--- src/rtl/object_renderer.sv ---
// Two-stage sprite renderer: four rectangles (two balls, two rackets) over a live background,
// with per-frame shadowed object state and ball/racket collision flags.
module object_renderer #(
  parameter int BALL_W = 16,
  parameter int BALL_H = 16,
  parameter int RACK_W = 16,
  parameter int RACK_H = 64
) (
  input  logic        clk,
  input  logic        reset,
  input  logic        frame_start_strobe,
  input  logic [11:0] pix_x,
  input  logic [11:0] pix_y,
  input  logic        pix_de,
  input  logic        pix_hs,
  input  logic        pix_vs,
  input  logic [47:0] obj_x,
  input  logic [47:0] obj_y,
  input  logic [3:0]  obj_en,
  input  logic [95:0] obj_color,
  input  logic [23:0] bg_color,
  output logic [23:0] rgb_out,
  output logic        de_out,
  output logic        hs_out,
  output logic        vs_out,
  output logic [3:0]  hit_flags
);

  logic [3:0]  w_cov;
  logic [23:0] w_scol [4];

  genvar gi;
  generate
    for (gi = 0; gi < 4; gi++) begin : g_obj
      localparam int OBJ_W = (gi < 2) ? BALL_W : RACK_W;
      localparam int OBJ_H = (gi < 2) ? BALL_H : RACK_H;
      localparam logic [12:0] W_M1 = 13'(OBJ_W - 1);
      localparam logic [12:0] H_M1 = 13'(OBJ_H - 1);

      logic [11:0] r_sx;
      logic [11:0] r_sy;
      logic [23:0] r_col;
      logic        r_en;
      logic [12:0] w_x_end;
      logic [12:0] w_y_end;

      // Position and colour are don't-care until the enable is reloaded by a strobe.
      always_ff @(posedge clk) begin
        if (frame_start_strobe) begin
          r_sx  <= obj_x[gi*12 +: 12];
          r_sy  <= obj_y[gi*12 +: 12];
          r_col <= obj_color[gi*24 +: 24];
        end
      end

      always_ff @(posedge clk) begin
        if (reset) begin
          r_en <= 1'b0;
        end else if (frame_start_strobe) begin
          r_en <= obj_en[gi];
        end
      end

      // 13-bit extents so an object near 4095 clips instead of wrapping to 0.
      assign w_x_end = {1'b0, r_sx} + W_M1;
      assign w_y_end = {1'b0, r_sy} + H_M1;

      assign w_cov[gi] = r_en
                         && (pix_x >= r_sx) && ({1'b0, pix_x} <= w_x_end)
                         && (pix_y >= r_sy) && ({1'b0, pix_y} <= w_y_end);
      assign w_scol[gi] = r_col;
    end
  endgenerate

  logic [3:0]  r_cov1;
  logic        r_de1;
  logic        r_hs1;
  logic        r_vs1;
  logic [3:0]  r_acc;
  logic [23:0] w_pix_rgb;
  logic [3:0]  w_pairs;

  always_comb begin
    w_pix_rgb = r_de1 ? bg_color : 24'h000000;
    for (int k = 3; k >= 0; k--) begin
      if (r_cov1[k]) w_pix_rgb = w_scol[k];
    end
  end

  assign w_pairs = {r_cov1[1] & r_cov1[3], r_cov1[1] & r_cov1[2],
                    r_cov1[0] & r_cov1[3], r_cov1[0] & r_cov1[2]};

  always_ff @(posedge clk) begin
    if (reset) begin
      r_cov1    <= 4'd0;
      r_de1     <= 1'b0;
      r_hs1     <= 1'b0;
      r_vs1     <= 1'b0;
      rgb_out   <= 24'h000000;
      de_out    <= 1'b0;
      hs_out    <= 1'b0;
      vs_out    <= 1'b0;
      r_acc     <= 4'd0;
      hit_flags <= 4'd0;
    end else begin
      r_cov1  <= pix_de ? w_cov : 4'd0;
      r_de1   <= pix_de;
      r_hs1   <= pix_hs;
      r_vs1   <= pix_vs;
      rgb_out <= w_pix_rgb;
      de_out  <= r_de1;
      hs_out  <= r_hs1;
      vs_out  <= r_vs1;
      // Collisions seen in the strobe cycle itself belong to neither frame.
      if (frame_start_strobe) begin
        hit_flags <= r_acc;
        r_acc     <= 4'd0;
      end else begin
        r_acc <= r_acc | w_pairs;
      end
    end
  end

endmodule

--- config.mk ---
export PLATFORM = sky130hd
export DESIGN_NAME = object_renderer
export DESIGN_NICKNAME = d
export VERILOG_FILES = /design/src/rtl/object_renderer.sv
export SDC_FILE = /design/constraint.sdc
export NUM_CORES = 1
export LEC_CHECK = 0
export BUFFER_PORTS_ARGS = -buffer_cell sky130_fd_sc_hd__buf_2
export CAP_MARGIN = 20
export CELL_PAD_IN_SITES_DETAIL_PLACEMENT = 1
export CELL_PAD_IN_SITES_GLOBAL_PLACEMENT = 2
export CORE_MARGIN = 5
export CORE_UTILIZATION = 39
export CTS_CLUSTER_DIAMETER = 120
export DETAILED_ROUTE_END_ITERATION = 6
export MAX_ROUTING_LAYER = met4
export PLACE_DENSITY_LB_ADDON = 0.15
export SYNTH_ARGS = -nofsm -noshare
export SYNTH_HDL_FRONTEND = slang
export SYNTH_SLANG_ARGS = --single-unit
--- constraint.sdc ---
create_clock -name clk -period 8.42 [get_ports clk]
set_input_delay 0 -clock clk [delete_from_list [all_inputs] [get_ports clk]]
set_output_delay 0 -clock clk [all_outputs]
set_load 0.005 [all_outputs]
==> results.tsv <==
metric	value	unit
Min-Delay Path Class	input pin to flop	
Core ar.	34600	sq um
Port Buffer Count	280	
final hold vios	0	
area leader, netlist	edfxtp_1	
Min Clock Period, post-route	3170	ps
min-delay src	pix_x[8]	
HPWL after detailed placement	30600	um
critical path capture point type	flop	
grt ovf	0	
nets@finish	2161	
worst path buffer plus inverter count	1	
Simple-Gate Fraction of Synth Area	10.2	%
setup violators final	0	
Rows	68	
Layout area overhead	35.8	%
post-synthesis compound-gate area fraction	12.8	%
reg2reg start	g_obj[0].r_sy[0]	
worst path arrival time	3620	ps
Max Cap Violations	0	
CTS resizes	0	
Synth Flop Type	edfxtp_1	
GPL Wtd Cong	0.834	
Post-synth top cells	200 x ha_1, 192 x edfxtp_1, 122 x inv_1	
Final Skew	32.5	ps
Netlist cell types	57	
pwr/cell area	174	nW/um^2
main combinational cell family by area after synthesis	adder cells	
Post-synth EDFFs	192	
CP max FO	3	
CTS sink cnt	238	
Post-Syn Instances	1221	
final setup TNS	0	ps
total global routing track utilization	23.1	%
max incr delay on CP	430	ps
area of placed instances	15600	sq um
sequential share of the synthesized area	48.8	%
Fillers	3733	
vias in the first global route	12700	
FMAX	0.315	GHz
CP top delay family	compound AO/OA/AOI/OAI gates	
area of the multi-input gates	6430	sq um
Worst-Margin Slew	1050	ps
post-synth net total	1671	
initial antenna violation count	7	
mux cell area share after synthesis	0.658	%
Lkg Pwr	8.15	nW
slowest stage cell, crit path	edfxtp_1	
layout cells sized above 1	19.7	%
total die area	39000	sq um
postcts setup bufs	0	
Cell Chain, Critical Path	inv_1 > ha_1 > nor3b_1 > nor2_1 > xnor2_1 > ha_1 > a211o_1 > a221oi_1 > o21ai_0 > o21ai_1 > o2111ai_1 > nor4_1	
Clock Tree Buf Depth	3	
Critical Path Start	g_obj[0].r_sy[0]	
largest net degree at the start of global routing	95	
root buffer cell	clkbuf_16	
Adder-Cell Fraction of Synth Area	18.3	%
flops & latches, synth	238	
total CTS buffers	28	
Wirelength per Cell	20.2	um
Tcrit/Tclk final	37.7	%
post-route cell area	18600	sq um
Die W	197	um
status	finished clean	
Async SR Flop Fraction	0	%
Startpoint Class	flop	
max-slew violation count	0	
Crit Path Class	flop to flop	
xor/xnor share of the synthesized area	4.99	%
RSZ-0062 raised after global routing	no	
CTS H-tree depth	1	
CTS tree	built	
Detailed Route Iter0 Violations	456	
maximum VDD drop	152	uV
count of hold-fix buffers inserted at cts	201	
Avg Vias per Cell	5.17	
Syn Area/Cell	11.2	sq um
final worst setup slack	5250	ps
Die Ht	197	um
first drt pass iteration count	4	
Skew-Pair Late Insertion Delay	570	ps
FF+latch area	6690	sq um
Ports	281	
Final ANT Viol Nets	0	
CP required	8870	ps
main area contributors after synthesis	edfxtp_1 42%, ha_1 18%, dfxtp_1 6.7%	
drc violations	0	
Synth Warn #	0	
Synth Cell Area	13700	sq um
crit-path most repeated cell	ha_1	
Vias	11400	
share of the synthesized area in the top cell type	42.1	%
drt total wl	44300	um
Clock transition at path regs	60	ps
most common cell in the netlist	ha_1	
initial core utilization	39.6	%
first-pass GRT wire length	69200	um
pre-CTS setup slack	5260	ps
slew margin rel.	30.0	%
layer usage:
layer | global-route usage, % | vias to the layer above | wire (um)
met5 | - | - | 0
met4 | 5.16 | 0 | 958
met3 | 3.19 | 60 | 1670
met2 | 40.4 | 250 | 22600
met1 | 28.4 | 5539 | 19100
li1 | - | 5512 | -
layout make-up:
type	count	area share, %
Antenna cell	8	0.108
Clock buffer	44	4.36
Clock inverter	8	0.639
Inverter	125	2.52
Multi-Input combinational cell	830	34.6
Sequential cell	238	36.0
Tap cell	455	3.06
Timing Repair Buffer	488	18.8
stage by stage:
stage | util, % | std cells | hold slack (ps) | total power, mW
finish | 53.7 | 2196 | 119 | 3.23
global placement | 45.1 | 1933 | 177 | 1.93
CTS | 53.6 | 2186 | 93.7 | 3.26
floorplan | - | 1221 | 98.9 | 1.74
global route | 53.7 | 2195 | 125 | 3.41
detailed placement | 45.1 | 1933 | 179 | 1.96
layout by cell type (no fill, tap or decap), drive strengths merged, types with 11 or more instances in the layout:
master,synthesis,layout
inv,125,125
dlygate4sd3,0,201
a211o,30,30
a221oi,24,24
a21oi,97,97
buf,10,286
clkbuf,18,45
a21o,25,25
edfxtp,192,192
dfxtp,46,46
nor3,29,29
o21ai,26,26
o211ai,11,11
nand3,40,40
ha,200,200
nor2b,15,15
nor2,67,67
nand4,20,20
xnor2,78,78
nand2,67,67
registers in the layout, indices dropped and copies added (netlist names):
name,count
r_cov1,4
vs_out,1
hit_flags,4
hs_out,1
r_de1,1
g_obj.r_en,4
g_obj.r_col,96
r_hs1,1
g_obj.r_sy,48
rgb_out,24
de_out,1
r_acc,4
r_vs1,1
g_obj.r_sx,48
tightest hold or removal path, stage by stage:
cell and delay (ps):
buf_2 230, ha_1 180, nand4b_1 140, a2111oi_2 70
cell families after synthesis:
logic type | after synthesis
AO/OA/AOI/OAI | 263
flip-flops | 238
XOR/XNOR | 78
AND/OR/NAND/NOR | 280
multiplexers | 9
adder cells (fa/ha/maj) | 200
buffers and inverters | 153
worst paths after layout:
check,to,slack [ps],cells after the start
worst max-delay path,r_cov1[0],5250,12
worst min-delay path,r_cov1[1],120,4
worst max register to register,r_cov1[0],5250,12
worst min register to register,vs_out,470,1
report_power, final:
group / internal, mW / switching (mW)
sequential: 1.36 / 0.0467
clock: 0.723 / 0.496
combinational: 0.295 / 0.307
total: 2.38 / 0.851
(Power assumes the default switching activity.)
